<file path="config.mk">
export PLATFORM = sky130hd
export DESIGN_NAME = alu_sequencer_flat
export DESIGN_NICKNAME = d
export VERILOG_FILES = /design/src/rtl/alu_sequencer_if.sv /design/src/rtl/alu_sequencer.sv /design/src/flat_wrapper.sv
export SDC_FILE = /design/constraint.sdc
export NUM_CORES = 1
export LEC_CHECK = 0
export BUFFER_PORTS_ARGS = -buffer_cell sky130_fd_sc_hd__buf_4
export CELL_PAD_IN_SITES_DETAIL_PLACEMENT = 1
export CELL_PAD_IN_SITES_GLOBAL_PLACEMENT = 2
export CORE_MARGIN = 2
export CORE_UTILIZATION = 37
export DETAILED_ROUTE_END_ITERATION = 10
export GPL_TIMING_DRIVEN = 0
export PLACE_DENSITY = 0.8
export SYNTH_ARGS = -nofsm -noshare
export SYNTH_HDL_FRONTEND = slang
export SYNTH_SLANG_ARGS = --single-unit
</file>
<file path="constraint.sdc">
create_clock -name clk -period 2.3 [get_ports clk]
set_input_delay 0.46 -clock clk [delete_from_list [all_inputs] [get_ports clk]]
set_output_delay 0.46 -clock clk [all_outputs]
set_load 0.02 [all_outputs]
</file>
<file path="src/rtl/alu_sequencer_if.sv">
// Instruction handshake bundle between the front end and alu_sequencer.
// The front end drives fields and valid; the sequencer returns ready.
interface alu_sequencer_if #(
    parameter int DATA_W     = 16,
    parameter int REG_ADDR_W = 3
);
    logic                  instr_valid;
    logic                  instr_ready;
    logic [2:0]            instr_opcode;
    logic [REG_ADDR_W-1:0] instr_dest;
    logic [REG_ADDR_W-1:0] instr_src1;
    logic [REG_ADDR_W-1:0] instr_src2;
    logic [DATA_W-1:0]     instr_imm;

    modport master (
        output instr_valid, instr_opcode, instr_dest,
        output instr_src1, instr_src2, instr_imm,
        input  instr_ready
    );

    modport slave (
        input  instr_valid, instr_opcode, instr_dest,
        input  instr_src1, instr_src2, instr_imm,
        output instr_ready
    );
endinterface

</file>
<file path="src/rtl/alu_sequencer.sv">
// Four-state instruction sequencer owning the register file and driving
// an external sign-magnitude ALU: IDLE -> DECODE -> EXECUTE -> WRITEBACK.
module alu_sequencer #(
    parameter int DATA_W     = 16,
    parameter int REG_ADDR_W = 3
) (
    input  logic              clk,
    input  logic              rst,
    alu_sequencer_if.slave    instr,
    output logic [2:0]        alu_opcode,
    output logic [DATA_W-1:0] alu_a,
    output logic [DATA_W-1:0] alu_b,
    input  logic [DATA_W-1:0] alu_result,
    output logic              instr_done,
    output logic [DATA_W-1:0] disp_value,
    output logic              disp_valid
);
    localparam int NREG = 1 << REG_ADDR_W;

    localparam logic [2:0] OP_LOAD  = 3'd0;
    localparam logic [2:0] OP_ADDI  = 3'd2;
    localparam logic [2:0] OP_SUBI  = 3'd4;
    localparam logic [2:0] OP_CLEAR = 3'd6;
    localparam logic [2:0] OP_DISP  = 3'd7;

    localparam logic [DATA_W-1:0] NEG_ZERO = {1'b1, {(DATA_W-1){1'b0}}};

    typedef enum logic [1:0] {
        S_IDLE,
        S_DECODE,
        S_EXEC,
        S_WB
    } state_t;

    state_t                state_q, state_d;
    logic [2:0]            opcode_q, opcode_d;
    logic [REG_ADDR_W-1:0] dest_q, dest_d;
    logic [REG_ADDR_W-1:0] src1_q, src1_d;
    logic [REG_ADDR_W-1:0] src2_q, src2_d;
    logic [DATA_W-1:0]     imm_q, imm_d;
    logic [DATA_W-1:0]     op_a_q, op_a_d;
    logic [DATA_W-1:0]     op_b_q, op_b_d;
    logic [DATA_W-1:0]     result_q, result_d;
    logic [DATA_W-1:0]     regs_q [NREG];
    logic [DATA_W-1:0]     regs_d [NREG];
    logic [2:0]            alu_opcode_q, alu_opcode_d;
    logic [DATA_W-1:0]     alu_a_q, alu_a_d;
    logic [DATA_W-1:0]     alu_b_q, alu_b_d;
    logic                  instr_done_q, instr_done_d;
    logic [DATA_W-1:0]     disp_value_q, disp_value_d;
    logic                  disp_valid_q, disp_valid_d;

    logic ready;
    logic uses_imm;
    logic is_clear;
    logic is_disp;

    // Negative zero never reaches a register or the display.
    function automatic logic [DATA_W-1:0] norm(input logic [DATA_W-1:0] v);
        norm = (v == NEG_ZERO) ? '0 : v;
    endfunction

    assign ready    = !rst && (state_q == S_IDLE);
    assign uses_imm = (opcode_q == OP_LOAD) || (opcode_q == OP_ADDI) ||
                      (opcode_q == OP_SUBI);
    assign is_clear = (opcode_q == OP_CLEAR);
    assign is_disp  = (opcode_q == OP_DISP);

    always_comb begin
        state_d      = state_q;
        opcode_d     = opcode_q;
        dest_d       = dest_q;
        src1_d       = src1_q;
        src2_d       = src2_q;
        imm_d        = imm_q;
        op_a_d       = op_a_q;
        op_b_d       = op_b_q;
        result_d     = result_q;
        regs_d       = regs_q;
        alu_opcode_d = OP_LOAD;
        alu_a_d      = '0;
        alu_b_d      = '0;
        instr_done_d = 1'b0;
        disp_value_d = disp_value_q;
        disp_valid_d = 1'b0;

        unique case (state_q)
            S_IDLE: begin
                if (instr.instr_valid && ready) begin
                    opcode_d = instr.instr_opcode;
                    dest_d   = instr.instr_dest;
                    src1_d   = instr.instr_src1;
                    src2_d   = instr.instr_src2;
                    imm_d    = instr.instr_imm;
                    state_d  = S_DECODE;
                end
            end
            S_DECODE: begin
                op_a_d       = regs_q[src1_q];
                op_b_d       = uses_imm ? imm_q : regs_q[src2_q];
                // ALU inputs are registered so they are stable all of EXECUTE.
                alu_opcode_d = opcode_q;
                alu_a_d      = op_a_d;
                alu_b_d      = op_b_d;
                state_d      = S_EXEC;
            end
            S_EXEC: begin
                unique case (1'b1)
                    (opcode_q == OP_LOAD): result_d = op_b_q;
                    is_disp:               result_d = regs_q[src1_q];
                    is_clear:              result_d = result_q;
                    default:               result_d = alu_result;
                endcase
                instr_done_d = 1'b1;
                state_d      = S_WB;
            end
            S_WB: begin
                unique case (1'b1)
                    is_clear: begin
                        for (int i = 0; i < NREG; i++) regs_d[i] = '0;
                    end
                    is_disp: begin
                        disp_value_d = norm(result_q);
                        disp_valid_d = 1'b1;
                    end
                    default: regs_d[dest_q] = norm(result_q);
                endcase
                state_d = S_IDLE;
            end
            default: state_d = S_IDLE;
        endcase
    end

    always_ff @(posedge clk) begin
        if (rst) begin
            state_q      <= S_IDLE;
            opcode_q     <= '0;
            dest_q       <= '0;
            src1_q       <= '0;
            src2_q       <= '0;
            imm_q        <= '0;
            op_a_q       <= '0;
            op_b_q       <= '0;
            result_q     <= '0;
            for (int i = 0; i < NREG; i++) regs_q[i] <= '0;
            alu_opcode_q <= '0;
            alu_a_q      <= '0;
            alu_b_q      <= '0;
            instr_done_q <= 1'b0;
            disp_value_q <= '0;
            disp_valid_q <= 1'b0;
        end else begin
            state_q      <= state_d;
            opcode_q     <= opcode_d;
            dest_q       <= dest_d;
            src1_q       <= src1_d;
            src2_q       <= src2_d;
            imm_q        <= imm_d;
            op_a_q       <= op_a_d;
            op_b_q       <= op_b_d;
            result_q     <= result_d;
            for (int i = 0; i < NREG; i++) regs_q[i] <= regs_d[i];
            alu_opcode_q <= alu_opcode_d;
            alu_a_q      <= alu_a_d;
            alu_b_q      <= alu_b_d;
            instr_done_q <= instr_done_d;
            disp_value_q <= disp_value_d;
            disp_valid_q <= disp_valid_d;
        end
    end

    assign instr.instr_ready = ready;
    assign alu_opcode        = alu_opcode_q;
    assign alu_a             = alu_a_q;
    assign alu_b             = alu_b_q;
    assign instr_done        = instr_done_q;
    assign disp_value        = disp_value_q;
    assign disp_valid        = disp_valid_q;
endmodule

</file>
<file path="src/flat_wrapper.sv">
// flat-port wrapper written by rule: the top's interface ports become plain ports
module alu_sequencer_flat 
#(
    parameter int DATA_W     = 16,
    parameter int REG_ADDR_W = 3
)
  (clk, rst, alu_opcode, alu_a, alu_b, alu_result, instr_done, disp_value, disp_valid, instr_instr_valid, instr_instr_opcode, instr_instr_dest, instr_instr_src1, instr_instr_src2, instr_instr_imm, instr_instr_ready);
  alu_sequencer_if #(.DATA_W(DATA_W), .REG_ADDR_W(REG_ADDR_W)) instr_i ();
  input  logic clk;
  input  logic rst;
  output logic [2:0] alu_opcode;
  output logic [DATA_W-1:0] alu_a;
  output logic [DATA_W-1:0] alu_b;
  input  logic [DATA_W-1:0] alu_result;
  output logic instr_done;
  output logic [DATA_W-1:0] disp_value;
  output logic disp_valid;
  input wire logic [$bits(instr_i.instr_valid)-1:0] instr_instr_valid;
  input wire logic [$bits(instr_i.instr_opcode)-1:0] instr_instr_opcode;
  input wire logic [$bits(instr_i.instr_dest)-1:0] instr_instr_dest;
  input wire logic [$bits(instr_i.instr_src1)-1:0] instr_instr_src1;
  input wire logic [$bits(instr_i.instr_src2)-1:0] instr_instr_src2;
  input wire logic [$bits(instr_i.instr_imm)-1:0] instr_instr_imm;
  output wire logic [$bits(instr_i.instr_ready)-1:0] instr_instr_ready;
  assign instr_i.instr_valid = instr_instr_valid;
  assign instr_i.instr_opcode = instr_instr_opcode;
  assign instr_i.instr_dest = instr_instr_dest;
  assign instr_i.instr_src1 = instr_instr_src1;
  assign instr_i.instr_src2 = instr_instr_src2;
  assign instr_i.instr_imm = instr_instr_imm;
  assign instr_instr_ready = instr_i.instr_ready;
  alu_sequencer #(.DATA_W(DATA_W), .REG_ADDR_W(REG_ADDR_W)) u_core (.clk(clk), .rst(rst), .instr(instr_i), .alu_opcode(alu_opcode), .alu_a(alu_a), .alu_b(alu_b), .alu_result(alu_result), .instr_done(instr_done), .disp_value(disp_value), .disp_valid(disp_valid));
endmodule
</file>
==> results of run 1 <==
## synthesized netlist by cell type, types with 3 or more instances
cell type	instances	share of area, %
nand2_1	80	2.6
o22a_1	8	0.61
or2_2	16	0.87
a21oi_1	16	0.70
and3_1	10	0.55
o211ai_1	16	1.0
nand3_1	25	1.1
a22oi_1	168	11
clkbuf_1	67	2.2
nor2_1	142	4.7
o21ai_0	41	1.8
inv_1	11	0.36
buf_4	16	1.0
nor4_1	3	0.16
buf_6	5	0.49
o311a_1	16	1.4
nor2b_1	23	1.3
nor3b_1	11	0.72
and3b_1	3	0.23
ha_1	5	0.55
nand4b_1	16	1.2
dfxtp_1	243	43
nor3_1	3	0.13
o22ai_1	24	1.3
a211oi_2	15	1.6
buf_2	26	1.1
nand2b_1	28	1.5
o21ai_1	9	0.39
and2_1	6	0.33
mux2_2	32	3.1
nand3b_1	18	1.2
mux2i_1	97	8.5
o211ai_2	8	0.87
nor3b_4	4	0.66
## how the worst max path moves through the flow
| stage | from | end | slack (ps) |
|---|---|---|---|
| after global routing | u_core.state_q[0] | u_core.opcode_q[1] | 50 |
| after global placement | rst | u_core.regs_q[27] | -100 |
| after detailed placement | rst | u_core.regs_q[27] | -160 |
| after floorplan | rst | u_core.imm_q[0] | 540 |
| final | u_core.state_q[0] | u_core.result_q[10] | 180 |
| after CTS | u_core.state_q[1] | u_core.disp_value[13] | 50 |
## timing repair
item,4_1_cts,5_1_grt
setup endpoints to repair,0,9
setup buffers,0,0
gates resized for setup,0,2
## sequential cells by signal (all words and copies together), names as in the netlist, 16 cells and up
name,flops
u_core.alu_a,16
u_core.imm_q,16
u_core.regs_q,128
u_core.disp_value,16
u_core.op_b_q,16
u_core.result_q,16
u_core.alu_b,16
## placed cells by master, fill, tap and decap left out, types with 18 or more instances in the layout
master / instances
o21ai_0: 41
o22ai_1: 24
mux2i_1: 97
clkbuf_1: 69
mux2_2: 32
nand3b_1: 18
nor2_1: 142
a22oi_1: 168
buf_4: 115
nand3_1: 25
clkbuf_16: 27
buf_2: 26
nand2_1: 80
dfxtp_1: 243
nor2b_1: 23
nand2b_1: 28
## area by class of cell
class / instances / area [sq um] / share of cell area (%)
antenna: 1 / 2.50 / 0.0184
inverter: 12 / 45.0 / 0.332
tap: 396 / 495 / 3.65
multi-input combinational: 859 / 5910 / 43.5
sequential: 243 / 4860 / 35.8
timing repair buffer: 99 / 743 / 5.47
buffer: 119 / 622 / 4.58
clock buffer: 37 / 783 / 5.77
clock inverter: 10 / 110 / 0.811
## power by group
group          internal, mW  switching (mW)  total (mW)
logic                  1.13            2.10        3.24
registers              4.50           0.180        4.68
clock network          2.59            1.81        4.40
total                  8.23            4.09        12.3
## stage by stage
| stage | worst slack, ps | utilization (%) | hold slack [ps] |
|---|---|---|---|
| floorplan | 535 | - | 444 |
| global placement | -101 | 41.6 | 448 |
| detailed placement | -155 | 41.6 | 451 |
| CTS | 48.0 | 44.5 | 111 |
| global route | 50.0 | 44.5 | 131 |
| finish | 177 | 44.5 | 121 |
## cell families (layout without fill, tap and decap cells)
logic type,Yosys count,in the layout,synth area share (%)
adders and majority gates,5,5,0.547
other,0,1,0
and+or+nand+nor,397,397,18.2
AOI/OAI and AO/OA,328,328,21.3
buffers and inverters,131,277,5.82
DFF,243,243,42.5
muxes,129,129,11.6
## worst register-to-register path, cell delays in order (launching register included)
cell and delay, ps:
dfxtp_1 330, inv_1 120, ha_1 160, clkbuf_1 410
clkbuf_1 570, o311a_1 330, a211oi_2 70
## metal layers
layer	share of wire, %	track usage [%]	vias up
li1	-	-	4743
met1	48	34.0	4778
met2	47	41.4	193
met3	4.0	2.53	39
met4	1.2	3.77	0
met5	0	0	-
==> metrics.md, run 1 <==
| Metric | Value |
|---|---|
| TritonCTS buffer count | 27 |
| Initial DRC Count | 681 |
| Reg-to-Reg Start | u_core.state_q[0] |
| Largest net degree at the start of global routing | 14 |
| Slew @ Worst Pin | 750 ps |
| Worst r2r path cells | 6 |
| Slowest stage delay, CP | 570 ps |
| Ys Warns | 0 |
| Ports | 101 |
| Port bufs | 99 |
| Total congestion overflow | 0 |
| Reg clk slew, reported paths | 60 ps |
| Hold endpoint | u_core.imm_q[11] |
| WP depth | 6 |
| CTS tree | yes |
| Vias per inst | 5.49 |
| Root buffer cell | clkbuf_16 |
| Kind of critical path | register to register |
| Final HPWL DP | 31.8 mm |
| Worst Skew | 13.8 ps |
| CP delay by family, top | buffers and inverters |
| Reg2Reg Setup Slack | 180 ps |
| Slew HR | 50.0% |
| Worst Path Max Fanout | 10 |
| Final Hold Violating Endpoints | 0 |
| Longest Clk Path Bufs | 3 |
| Worst path slowest cell | clkbuf_1 |
| Design Area, Final | 13600 sq um |
| Critical R2R Capture | u_core.result_q[10] |
| Drt pass-1 iters | 5 |
| Placed Area | 12700 sq um |
| Worst hold path depth | 3 |
| Cell Area, Synth | 11400 sq um |
| Fin. max-slew vios | 0 |
| CP cell instances | inv_1 -> ha_1 -> clkbuf_1 -> clkbuf_1 -> o311a_1 -> a211oi_2 |
| GRT Overall Usage | 24.4% |
| Setup total negative slack | 0 ps |
| Hold_buf cts | 0 |
| RSZ-0062 raised after global routing | no |
| Ys async rst share | 0% |
| RePlAce Congestion | 0.846 |
| Fmax | 0.471 GHz |
| Clk sink count | 243 |
| Rows | 64 |
| Die Ht | 180 um |
| Placed Cells incl. Taps | 1728 |
| Maximum vdd drop | 0.547 mV |
| Seq/Total Area, Yosys | 42.5% |
| Crit path buf inv count | 3 |
| Power, Total | 12.3 mW |
| Layout cell share with drive strength beyond 1 | 19.9% |
| Max-cap viol count | 0 |
| Fin crit period | 2120 ps |
| Die area | 32300 sq um |
| Status | complete, no violations |
| Post-synth EDFFs | 0 |
| Worst setup EP type | register |
| Yosys reg bits | 243 |
| CP arrival | 2510 ps |
| Non-filler cells, final | 1776 |
| Synth Net Count | 1285 |
| Tightest Hold Check Type | input pin to register |
| Initial Util | 37.5% |
| Unique cell type count in the Yosys netlist | 48 |
| Clk_lat worst skew | 540 ps |
| Vias in the first global route | 10300 |
| Drt wl/cell | 22.5 um |
| Layout Nets | 1413 |
| Fin crit share | 92.3% |
| Post-route ant nets | 0 |
| Most used cell, CP | clkbuf_1 |
| H-tree depth | 1 |
| Cells after Synth | 1233 |
| Vias | 9753 |
| DRC errors left | 0 |
| P&R area growth vs syn | 18.7% |
| Critical Path Start Type | register |
| Crit path required time | 2690 ps |
| Die X | 180 um |
| Drt total wl | 39.9 mm |
| Setup violations, final | 0 |
| Synth Area per Inst | 9.28 sq um |
| P_leak | 4.89 nW |
| First-pass GRT wire length | 61.9 mm |
| HP Start | instr_instr_imm[11] |
| Layout fillers | 3499 |
| Initial antenna violation count | 0 |
| Main synth FF type | dfxtp_1 |
| Cell Pwr Density | 907 nW/um^2 |
| Core area | 30500 sq um |
Note: power is estimated with default switching activity, not from simulation.
==> run 2: changes to the inputs <==
Settings changed: CTS_BUF_LIST set to sky130_fd_sc_hd__clkbuf_8.
==> metrics.md, run 2 (synthesized netlist as in run 1, its figures left out) <==
| Metric | Value |
|---|---|
| Reg2Reg Setup Slack | 180 ps (about the same) |
| CTS tree | yes |
| Setup violations, final | 0 (unchanged) |
| Core area | 30500 sq um (unchanged) |
| Largest net degree at the start of global routing | 12 (-2) |
| Layout fillers | 3536 (+1.1%) |
| Die area | 32300 sq um (unchanged) |
| Maximum vdd drop | 0.358 mV (-35%) |
| RePlAce Congestion | 0.846 (unchanged) |
| Clk_lat worst skew | 560 ps (+20 ps) |
| Rows | 64 (unchanged) |
| Hold Slack | 96.5 ps (-24.3 ps) |
| Vias | 9938 (+1.9%) |
| H-tree depth | 2 (+1) |
| Die X | 180 um (unchanged) |
| Max-cap viol count | 0 (unchanged) |
| Power, Total | 12.0 mW (-2.6%) |
| Total congestion overflow | 0 (unchanged) |
| Port bufs | 99 (unchanged) |
| Slew HR | 49.7% (-0.30 points) |
| Largest register FFs | 128 (unchanged) |
| Initial Util | 37.5% (unchanged) |
| Ports | 101 (unchanged) |
| Fin crit share | 92.2% (about the same) |
| Root buffer cell | clkbuf_8 |
| Final Hold Violating Endpoints | 0 (unchanged) |
| HP Start | instr_instr_opcode[0] |
| Number of diodes | 0 (-1) |
| Tightest Hold Check Type | input pin to register |
| Clk sink count | 243 (unchanged) |
| Met1 usage | 33.7% (-0.31 points) |
| Layout Nets | 1428 (+1.1%) |
| Worst Skew | 16.2 ps (+2.40 ps) |
| Worst hold path depth | 3 (unchanged) |
| Vias per inst | 5.51 (+0.37%) |
| Worst Path Max Fanout | 10 (unchanged) |
| Longest Clk Path Bufs | 3 (unchanged) |
| Worst r2r path cells | 6 (unchanged) |
| Final HPWL DP | 31.8 mm (unchanged) |
| Vias in the first global route | 10400 (+0.75%) |
| Most frequent cells in the layout | dfxtp_1 (243), a22oi_1 (168), nor2_1 (142), buf_4 (115), mux2i_1 (97) |
| Reg clk slew, reported paths | 60 ps (about the same) |
| Hold endpoint | u_core.opcode_q[0] |
| Status | complete, no violations |
| Crit path required time | 2710 ps (+20 ps) |
| Post-route ant nets | 0 (unchanged) |
| Global Route met2 Usage | 40.9% (-0.48 points) |
| Layout cell share with drive strength beyond 1 | 20.5% (+0.60 points) |
| DRC errors left | 0 (unchanged) |
| Fmax | 0.471 GHz (about the same) |
| Met3 Use GR | 3.53% (+0.99 points) |
| Reg-to-Reg Start | u_core.state_q[0] |
| Drt total wl | 40.0 mm (+0.26%) |
| RSZ-0062 raised after global routing | no |
| First-pass GRT wire length | 61.9 mm (about the same) |
| Drt pass-1 iters | 5 (unchanged) |
| Worst setup EP type | register |
| P_leak | 4.95 nW (+1.1%) |
| Drt wl/cell | 22.2 um (-1.2%) |
| Initial DRC Count | 668 (-1.9%) |
| Fin crit period | 2120 ps (-1.29 ps) |
| Die Ht | 180 um (unchanged) |
| Critical R2R Capture | u_core.result_q[11] |
| Hold_buf cts | 0 (unchanged) |
| TritonCTS buffer count | 42 (+56%) |
| GRT Overall Usage | 24.6% (+0.22 points) |
| CP arrival | 2530 ps (+20 ps) |
| Fin. max-slew vios | 0 (unchanged) |
| Most Crowded Layer GR | met2 |
| Commonest non-fill, non-tap cell in the layout | dfxtp_1 |
| P&R area growth vs syn | 18.3% |
| Critical Path Start Type | register |
| Slew @ Worst Pin | 755 ps (+4.54 ps) |
| Reg with most FFs | u_core.regs_q |
| Kind of critical path | register to register |
| Initial antenna violation count | 0 (unchanged) |
| Cell Pwr Density | 886 nW/um^2 (-2.3%) |
## run 2: worst max path at each step
stage	start	to	slack, ps	cells after the start
2_1_floorplan	rst	u_core.imm_q[0]	540	6
3_3_place_gp	rst	u_core.regs_q[27]	-100	5
3_5_place_dp	rst	u_core.regs_q[27]	-160	5
4_1_cts	u_core.state_q[1]	u_core.disp_value[14]	50	6
5_1_grt	u_core.state_q[0]	u_core.result_q[13]	70	6
6_report	u_core.state_q[0]	u_core.result_q[11]	180	6
## run 2: power by group
group	switching, mW	internal, mW	total, mW
combinational	2.10	1.13	3.23
clock	1.84	2.25	4.08
sequential	0.179	4.50	4.68
## run 2: layer usage
| metal | up-vias | share of wire [%] |
|---|---|---|
| met3 | 49 | 4.3 |
| met4 | 0 | 1.7 |
| met2 | 234 | 47 |
| met5 | - | 0 |
| met1 | 4876 | 47 |
| li1 | 4779 | - |
## run 2: critical path, stage by stage (launching register included)
cell and delay [ps]:
dfxtp_1 330, inv_1 130, ha_1 160, clkbuf_1 400
clkbuf_1 550, o311a_1 320, a211oi_2 70
## run 2: layout make-up
| type | instances | area [sq um] | share of cell area [%] |
|---|---|---|---|
| Clock buffer | 48 | 661 | 4.88 |
| Clock inverter | 27 | 198 | 1.46 |
| Tap cell | 396 | 495 | 3.66 |
| Timing Repair Buffer | 99 | 743 | 5.49 |
| Buffer | 119 | 622 | 4.59 |
| Sequential cell | 243 | 4860 | 35.9 |
| Inverter | 12 | 45.0 | 0.333 |
| Multi-Input combinational cell | 859 | 5910 | 43.7 |
## run 2: per-stage QoR
stage / area [sq um] / worst slack, ps / utilization (%) / cells / setup TNS, ps
2_1_floorplan: 11400 / 535 / - / 1233 / 0
3_3_place_gp: 12700 / -101 / 41.6 / 1728 / -2640
3_5_place_dp: 12700 / -155 / 41.6 / 1728 / -4750
4_1_cts: 13500 / 50.0 / 44.4 / 1803 / 0
5_1_grt: 13500 / 67.3 / 44.4 / 1803 / 0
6_report: 13500 / 178 / 44.4 / 1803 / 0
## run 2: timing repair
item,4_1_cts,5_1_grt
hold endpoints to repair,0,0
gates resized for setup,0,2
setup buffers,0,0
setup endpoints to repair,0,9
